<file path="src/rtl/bless_inject_ctrl_pkg.sv">
// Shared definitions for the BLESS local-port injection controller:
// flit geometry, router port count and injection FSM encodings.
package bless_inject_ctrl_pkg;

  localparam int WIDTH_INTERNAL = 32;
  localparam int POS_X_DST      = 0;
  localparam int POS_Y_DST      = 4;
  localparam int POS_W          = 4;
  localparam int NUM_PORT       = 5;
  localparam int STARVE_CNT_W   = 8;

  typedef enum logic [1:0] {
    INJ_IDLE    = 2'd0,
    INJ_WAIT    = 2'd1,
    INJ_STARVED = 2'd2
  } inj_state_e;

  function automatic logic [WIDTH_INTERNAL-1:0] make_flit(
    input logic [POS_W-1:0] dst_x,
    input logic [POS_W-1:0] dst_y,
    input logic [WIDTH_INTERNAL-1:0] payload
  );
    logic [WIDTH_INTERNAL-1:0] f;
    f = payload;
    f[POS_X_DST +: POS_W] = dst_x;
    f[POS_Y_DST +: POS_W] = dst_y;
    return f;
  endfunction

endpackage

</file>
<file path="src/rtl/bless_inject_ctrl_fifo.sv">
// inj_fifo: first-word-fall-through FIFO with exact fill count.
// A push while full is legal only together with a pop in the same cycle.
module inj_fifo #(
  parameter int DEPTH = 4,
  parameter int PTR_W = 2,
  parameter int W     = 32
) (
  input  logic             clk,
  input  logic             rst_n,
  input  logic             push_i,
  input  logic [W-1:0]     din_i,
  input  logic             pop_i,
  output logic [W-1:0]     dout_o,
  output logic [PTR_W:0]   count_o,
  output logic             empty_o,
  output logic             full_o
);

  logic [W-1:0]     mem_q [DEPTH];
  logic [PTR_W-1:0] wr_ptr_q, wr_ptr_d;
  logic [PTR_W-1:0] rd_ptr_q, rd_ptr_d;
  logic [PTR_W:0]   count_q, count_d;

  assign empty_o = (count_q == '0);
  assign full_o  = (count_q == (PTR_W+1)'(DEPTH));
  assign count_o = count_q;
  assign dout_o  = mem_q[rd_ptr_q];

  always_comb begin
    wr_ptr_d = wr_ptr_q;
    rd_ptr_d = rd_ptr_q;
    count_d  = count_q;
    if (push_i) wr_ptr_d = wr_ptr_q + PTR_W'(1);
    if (pop_i)  rd_ptr_d = rd_ptr_q + PTR_W'(1);
    if (push_i && !pop_i)      count_d = count_q + (PTR_W+1)'(1);
    else if (!push_i && pop_i) count_d = count_q - (PTR_W+1)'(1);
  end

  always_ff @(posedge clk or negedge rst_n) begin
    if (!rst_n) begin
      wr_ptr_q <= '0;
      rd_ptr_q <= '0;
      count_q  <= '0;
    end else begin
      wr_ptr_q <= wr_ptr_d;
      rd_ptr_q <= rd_ptr_d;
      count_q  <= count_d;
    end
  end

  // Storage needs no reset: the read path is qualified by count_q.
  always_ff @(posedge clk) begin
    if (push_i) mem_q[wr_ptr_q] <= din_i;
  end

endmodule

</file>
<file path="src/rtl/bless_inject_ctrl.sv">
// Local-port injection controller for the BLESS router: buffers PE flits and
// injects when a router output is free. Optional throttle: BLESS_INJ_THROTTLE_EN.
module bless_inject_ctrl
  import bless_inject_ctrl_pkg::*;
#(
  parameter int DEPTH     = 4,
  parameter int PTR_W     = 2,
  parameter int STARVE_TH = 16
`ifdef BLESS_INJ_THROTTLE_EN
  ,
  parameter int INJ_GAP   = 4
`endif
) (
  input  logic                      clk,
  input  logic                      rst_n,
  input  logic [WIDTH_INTERNAL-1:0] pe_flit,
  input  logic                      pe_valid,
  output logic                      pe_ready,
  input  logic [3:0]                net_valid,
  output logic [WIDTH_INTERNAL-1:0] inj_flit,
  output logic                      inj_valid,
  output logic                      starve,
  output logic [PTR_W:0]            occupancy
);

  localparam logic [STARVE_CNT_W-1:0] STARVE_LAST = STARVE_CNT_W'(STARVE_TH - 1);

  inj_state_e               state_q, state_d;
  logic [STARVE_CNT_W-1:0]  cnt_q, cnt_d;
  logic [WIDTH_INTERNAL-1:0] head;
  logic                     empty, full;
  logic                     slot_free, gap_ok, push, pop;

  assign slot_free = ($countones(net_valid) < (NUM_PORT - 1));
  assign pop       = !empty && slot_free && gap_ok;
  assign push      = pe_valid && pe_ready;
  assign pe_ready  = !full || pop;
  assign inj_valid = pop;
  assign inj_flit  = pop ? head : '0;
  assign starve    = (state_q == INJ_STARVED);

  inj_fifo #(
    .DEPTH (DEPTH),
    .PTR_W (PTR_W),
    .W     (WIDTH_INTERNAL)
  ) u_fifo (
    .clk     (clk),
    .rst_n   (rst_n),
    .push_i  (push),
    .din_i   (pe_flit),
    .pop_i   (pop),
    .dout_o  (head),
    .count_o (occupancy),
    .empty_o (empty),
    .full_o  (full)
  );

`ifdef BLESS_INJ_THROTTLE_EN
  localparam int GAP_W = 8;
  logic [GAP_W-1:0] gap_q, gap_d;

  assign gap_ok = (gap_q == '0);

  always_comb begin
    gap_d = gap_q;
    if (pop)               gap_d = GAP_W'(INJ_GAP - 1);
    else if (gap_q != '0)  gap_d = gap_q - GAP_W'(1);
  end

  always_ff @(posedge clk or negedge rst_n) begin
    if (!rst_n) gap_q <= '0;
    else        gap_q <= gap_d;
  end
`else
  assign gap_ok = 1'b1;
`endif

  // A pop that takes the last entry only returns to IDLE if nothing refills it.
  always_comb begin
    state_d = state_q;
    cnt_d   = cnt_q;
    unique case (state_q)
      INJ_IDLE: begin
        cnt_d = '0;
        if (push) state_d = INJ_WAIT;
      end
      INJ_WAIT: begin
        if (pop) begin
          cnt_d = '0;
          if (occupancy == (PTR_W+1)'(1) && !push) state_d = INJ_IDLE;
        end else if (!empty) begin
          if (cnt_q == STARVE_LAST) state_d = INJ_STARVED;
          else                      cnt_d   = cnt_q + STARVE_CNT_W'(1);
        end
      end
      INJ_STARVED: begin
        if (pop) begin
          cnt_d   = '0;
          state_d = (occupancy == (PTR_W+1)'(1) && !push) ? INJ_IDLE : INJ_WAIT;
        end
      end
      default: begin
        state_d = INJ_IDLE;
        cnt_d   = '0;
      end
    endcase
  end

  always_ff @(posedge clk or negedge rst_n) begin
    if (!rst_n) begin
      state_q <= INJ_IDLE;
      cnt_q   <= '0;
    end else begin
      state_q <= state_d;
      cnt_q   <= cnt_d;
    end
  end

endmodule
</file>
<file path="config.mk">
export PLATFORM = sky130hd
export DESIGN_NAME = bless_inject_ctrl
export DESIGN_NICKNAME = d
export VERILOG_FILES = /design/src/rtl/bless_inject_ctrl_pkg.sv /design/src/rtl/bless_inject_ctrl_fifo.sv /design/src/rtl/bless_inject_ctrl.sv
export SDC_FILE = /design/constraint.sdc
export NUM_CORES = 1
export LEC_CHECK = 0
export ABC_CLOCK_PERIOD_IN_PS = 2600
export BUFFER_PORTS_ARGS = -buffer_cell sky130_fd_sc_hd__buf_2
export CAP_MARGIN = 15
export CORE_AREA = 2 2 111 113
export DETAILED_ROUTE_END_ITERATION = 16
export DIE_AREA = 0 0 113 115
export PLACE_DENSITY = 0.71
export SLEW_MARGIN = 20
export SYNTH_ARGS = -nofsm -noshare
export SYNTH_HDL_FRONTEND = slang
export SYNTH_SLANG_ARGS = --single-unit
export TNS_END_PERCENT = 100
</file>
<file path="constraint.sdc">
create_clock -name clk -period 2.6 [get_ports clk]
set_input_delay 0.52 -clock clk [delete_from_list [all_inputs] [get_ports clk]]
set_output_delay 0.52 -clock clk [all_outputs]
set_load 0.005 [all_outputs]
</file>
==> run summary, run 1 <==
Final setup vio count: 0
CP Launch Type: flop
Register Area: 4270 um2
Area of the die: 13,000 um2
Post-synthesis simple-gate area fraction: 0.0758
GR Overflow Total: 0
Residual DRC: 4
Reg-to-Reg Start: u_fifo.count_o[0]$_DFFE_PN0P_
Drt total wl: 11,000 um
Post-synthesis sequential area ratio: 0.718
Post-synthesis mux area share: 0.123
Vias in the first global route: 3,326
Post-Syn Instances: 321
Worst Setup SP: u_fifo.rd_ptr_q[0]$_DFFE_PN0P_
First-pass GRT wire length: 17,300 um
Cell with the most instances after synthesis: edfxtp_1
Post-Syn Nets: 371
Clock Pin Slew Worst Setup and Hold Paths: 0.06 ns
VDD IR-drop max: 0.752 mV
Final worst path period share: 0.961
Longest Clk Path Bufs: 2
Die Y: 115 um
Drt via density: 5.71
Dpl hpwl: 6830 um
Initial antenna violation count: 0
Slew Viols, Final: 0
Largest family of logic cells by synthesized area: multiplexers
Setup TNS: 0 ns
Clk_lat worst skew: 0.42 ns
Main flop type after synthesis: edfxtp_1
Global placement routability congestion: 0.798
Netlist Area Pre-Place: 5940 um2
Final hold violation count: 0
Final instance area: 7310 um2
Pleak: 0.00274 uW
Reg-to-reg setup timing slack: 0.47 ns
Fin Clk Skew: 0.00859 ns
Fin worst setup slack: 0.101 ns
Post-CTS Setup Repair Bufs: 0
Compound-Gate Fraction of Synth Area: 0.0305
Num rows: 40
Cts bufs inserted: 17
Syn_area_per_cell: 18.5 um2
Area of the multi-input gates: 1580 um2
CP Max Fanout: 34
Routed Antenna Nets: 0
Worst min path class: in2async
Max-cap violations: 0
Crit path time final: 2.50 ns
XOR/XNOR Fraction of Synth Area: 0.0103
Leading area contributor after synthesis: edfxtp_1
Max Clock Freq: 400 MHz
Power per Cell Area: 1130 nW/um2
Via count: 3,276
IO buf count: 76
Clk root buf: clkbuf_16
Initial core utilization: 0.503
Critical path start-end classification: reg2out
Most common library cells after synthesis: edfxtp_1, and3_1, mux4_2
Worst hold slack: 0.0190 ns
Synth warn: 0
DP Area: 6700 um2
Core Area: 11,800 um2
Layout area overhead: 22.9%
Chip Width: 113 um
EDFF count, synth: 128
Largest net degree at the start of global routing: 40
Max H-tree Level: 4
CTS tree: built
FFs w/ async S/R, synth: 0.117
Number of primary I/O pins: 77
Layout net count: 464
Wirelength per Cell: 19.1 um
Worst Reg-to-Reg Cells: 8
Failing checks: DRC
Unrepaired setup endpoints after global routing: no
Gr usage total: 0.181
Number of clock sinks: 145
Adder and majority cell fraction of the synthesized area: 0.0244
Synth Register Bits: 145
Layout fillers: 873
Post-synth top area share: 0.647
DR pass1 iterations: 11
R2r endpoint: u_fifo.count_o[2]$_DFFE_PN0P_
Synth cell types: 45
Ratio of cells with drive above 1 in the final layout: 0.393
Top cells by area, synth: edfxtp_1, mux4_2, dfrtp_1
Slew Limit Headroom: 0.649
Antenna Cells: 0
Power, Total: 8290 uW
Worst-Margin Slew: 0.523 ns
Status: finished, violations left
Pre-CTS setup slack: 0.0811 ns
CP endpoint kind: primary output
Iteration-0 DRC count of the detailed router: 228
WP data arrival: 1.98 ns
CP required: 2.08 ns
==> sequential cells by signal, indices dropped and copies added (netlist names) <==
register	cells
u_fifo.rd_ptr_q	2
cnt_q	8
u_fifo.wr_ptr_q	2
u_fifo.mem_q	128
state_q	2
u_fifo.count_o	3
==> placed cells by master, fill, tap and decap left out, drive strengths merged, types with 5 or more instances in the layout <==
master and instances:
and3 35, clkbuf 17, nand3 6, dfrtp 17, inv 12, ha 10, a21oi 8, nand2 8
buf 91, xnor2 5, clkinv 5, mux4 32, edfxtp 128
==> repair_timing <==
| action | CTS | global route |
|---|---|---|
| gates resized for setup | 0 | 1 |
| endpoints found under the setup margin | 0 | 1 |
| hold endpoints to repair | 0 | 0 |
| hold buffers | 0 | 0 |
==> logic make-up after synthesis <==
family          Yosys count
flops                   145
buf+inv                  26
xor+xnor                  7
fa+ha+maj                11
compound gates           25
mux                      33
simple gates             74
==> where the power goes <==
part | internal, uW | switching [uW] | total, uW
combinational | 1380 | 1240 | 2620
clock | 1510 | 922 | 2440
sequential | 3030 | 201 | 3240
==> per-stage QoR <==
stage / cells / util
6_report: 574 / 0.619
5_1_grt: 574 / 0.619
4_1_cts: 574 / 0.618
3_5_place_dp: 542 / 0.567
3_3_place_gp: 542 / 0.567
2_1_floorplan: 321 / -
==> per-layer routing <==
layer  vias to the layer above  routed length (um)  track usage
met5                         -                   0            0
met3                        20                 501       0.0464
met2                        74                5640        0.304
li1                       1480                   -            -
met4                         0                 232       0.0862
met1                      1702                4600        0.222
==> worst max path at each step <==
stage	cells past startpoint	slack, ns	end
2_1_floorplan	4	0.08	u_fifo.mem_q[0][0]$_DFFE_PP_
3_3_place_gp	9	0.13	u_fifo.count_o[2]$_DFFE_PN0P_
3_5_place_dp	9	0.08	u_fifo.count_o[2]$_DFFE_PN0P_
4_1_cts	7	0.05	inj_valid
5_1_grt	4	0.01	inj_flit[1]
6_report	4	0.10	inj_flit[1]
==> worst max-delay path: stages (launching register included) <==
cell	delay, ns
dfrtp_2	0.37
buf_12	0.27
mux4_2	0.58
and3_1	0.21
buf_2	0.12
==> layout make-up <==
class,instances,area share
clock buffer,17,0.0582
tap,147,0.0252
inverter,9,0.00497
timing repair buffer,91,0.0863
multi-input combinational,150,0.216
clock inverter,15,0.0250
sequential,145,0.585
Note: power is estimated with default switching activity, not from simulation.
==> run 2: changes to the inputs <==
--- a/config.mk
+++ b/config.mk
@@ -8,10 +8,10 @@
 export ABC_CLOCK_PERIOD_IN_PS = 2600
 export BUFFER_PORTS_ARGS = -buffer_cell sky130_fd_sc_hd__buf_2
 export CAP_MARGIN = 15
-export CORE_AREA = 2 2 111 113
+export CORE_AREA = 2 2 106 108
 export DETAILED_ROUTE_END_ITERATION = 16
-export DIE_AREA = 0 0 113 115
-export PLACE_DENSITY = 0.71
+export DIE_AREA = 0 0 108 110
+export PLACE_DENSITY = 0.77
 export SLEW_MARGIN = 20
 export SYNTH_ARGS = -nofsm -noshare
 export SYNTH_HDL_FRONTEND = slang
==> run summary, run 2 (synthesis gave the netlist of run 1 again) <==
Biggest register: u_fifo.mem_q
Crit path time final: 2.55 ns
Critical path start-end classification: reg2out
Longest Clk Path Bufs: 2
Layout area overhead: 23.2%
Slew Limit Headroom: 0.710
Initial antenna violation count: 0
Area of the multi-input gates: 1590 um2
Final worst path period share: 0.981
Status: completed
R2r endpoint: state_q[0]$_DFFE_PN0P_
Max Clock Freq: 392 MHz
Unrepaired setup endpoints after global routing: yes
Drt via density: 5.80
Sw Share: 0.295
VDD IR-drop max: 0.699 mV
Commonest cells after routing, fill and taps aside: edfxtp_1, buf_2, mux4_2, and3_1, clkbuf_16
Routed Antenna Nets: 0
Final hold violation count: 0
Area of the die: 11,900 um2
Worst min path class: in2reg
Ratio of cells with drive above 1 in the final layout: 0.407
Max-cap violations: 0
Clk_lat worst skew: 0.51 ns
WP data arrival: 2.03 ns
Vias in the first global route: 3,323
Number of clock sinks: 145
Reg-to-reg setup timing slack: 0.65 ns
Cells after DPL: 538
CTS tree: built
Wirelength per Cell: 20.0 um
Min-Delay Startpoint: pe_flit[28]
Iteration-0 DRC count of the detailed router: 198
Layout net count: 469
Slew Viols, Final: 0
First-pass GRT wire length: 17,400 um
Gr usage total: 0.205
Reg-to-Reg Start: u_fifo.count_o[1]$_DFFE_PN0P_
Internal power: 5800 uW
Worst hold path depth: 1
Final core utilization: 0.684
DR pass1 iterations: 5
Comb pwr share: 0.339
Power, Total: 8230 uW
Worst hold endpoint: u_fifo.mem_q[2][28]$_DFFE_PP_
Global placement routability congestion: 0.836
Pleak: 0.00276 uW
IO buf count: 76
Number of primary I/O pins: 77
Most common library cell in the layout ignoring fill and taps: edfxtp_1
Die Y: 110 um
Fin Clk Skew: 0.00609 ns
Pre-CTS setup slack: 0.197 ns
GR Overflow Total: 0
Drt total wl: 11,500 um
Worst Reg-to-Reg Cells: 8
Power per Cell Area: 1120 nW/um2
Dpl hpwl: 6920 um
CP Launch Type: flop
Num rows: 38
CP Max Fanout: 12
Via count: 3,317
Final setup vio count: 0
Reg power frac: 0.391
Initial core utilization: 0.556
CP endpoint kind: primary output
Chip Width: 108 um
Net load switching power: 2430 uW
Residual DRC: 0
Max FFs per register: 128
Fin worst setup slack: 0.0488 ns
Worst-Margin Slew: 0.431 ns
Clock Pin Slew Worst Setup and Hold Paths: 0.06 ns
Clk root buf: clkbuf_8
Antenna Cells: 0
Max H-tree Level: 4
Core Area: 10,700 um2
CP required: 2.08 ns
Largest net degree at the start of global routing: 40
Cts bufs inserted: 17
Clock group share of total power: 0.270
Register Area: 4270 um2
Finished Layout Cells: 572
Layout fillers: 685
run 2: cell count changes in the layout (fill, tap and decap cells not counted), sizes merged:
cell         previous run  this run
clkbuf                 17        18
buf                    91        94
inv                    12        14
dlygate4sd3             0         1
clkinvlp                4         1
bufinv                  3         1
clkinv                  5         8
run 2: per-stage QoR:
stage               hold slack, ns  TNS [ns]  instance area [um2]
global route                 0.197   -0.0936                 7320
global placement             0.470         0                 6700
CTS                          0.187         0                 7270
detailed placement           0.482         0                 6700
floorplan                    0.224         0                 5950
finish                       0.218         0                 7320
run 2: area by class of cell:
class,instances,area share
inverters,9,0.00530
clock buffers,17,0.0566
well taps,140,0.0239
flip-flops and latches,145,0.584
multi-input cells,150,0.218
clock inverters,15,0.0183
repair buffers,96,0.0945
run 2: worst max-delay path by stage:
| stage | depth (start not counted) | start | to |
|---|---|---|---|
| 2_1_floorplan | 4 | net_valid[0] | u_fifo.mem_q[0][0]$_DFFE_PP_ |
| 3_3_place_gp | 6 | net_valid[0] | inj_flit[23] |
| 3_5_place_dp | 9 | net_valid[0] | u_fifo.count_o[2]$_DFFE_PN0P_ |
| 4_1_cts | 4 | u_fifo.rd_ptr_q[0]$_DFFE_PN0P_ | inj_flit[1] |
| 5_1_grt | 4 | u_fifo.rd_ptr_q[0]$_DFFE_PN0P_ | inj_flit[9] |
| 6_report | 4 | u_fifo.rd_ptr_q[0]$_DFFE_PN0P_ | inj_flit[19] |
run 2: power by group through the flow:
stage                     Combinational (uW)  Clock, uW  Sequential (uW)
after floorplan                         1660          0             3190
after global placement                  2690          0             3210
after detailed placement                2700          0             3240
after CTS                               2740       2270             3210
after global routing                    3050       2350             3260
final                                   2790       2220             3220
run 2: repair_timing:
item / 4_1_cts / 5_1_grt
endpoints found under the setup margin: 2 / 16
resized for setup: 4 / 6
cloned: 0 / 1
pin swaps: 1 / 1
setup buffers: 0 / 0
hold buffers: 1 / 0
endpoints found under the hold margin: 17 / 0
run 2: per-layer routing:
layer,GRT usage,share of wire,up-vias,wire (um)
li1,-,-,1489,-
met1,0.264,0.41,1696,4670
met2,0.346,0.52,117,6000
met3,0.0464,0.052,15,601
met4,0.0778,0.015,0,176
met5,0,0,-,0
run 2: worst max-delay path, stage by stage, from the launching register on:
cell,delay (ns)
dfrtp_2,0.45
clkbuf_16,0.23
mux4_2,0.52
and3_1,0.19
buf_2,0.12
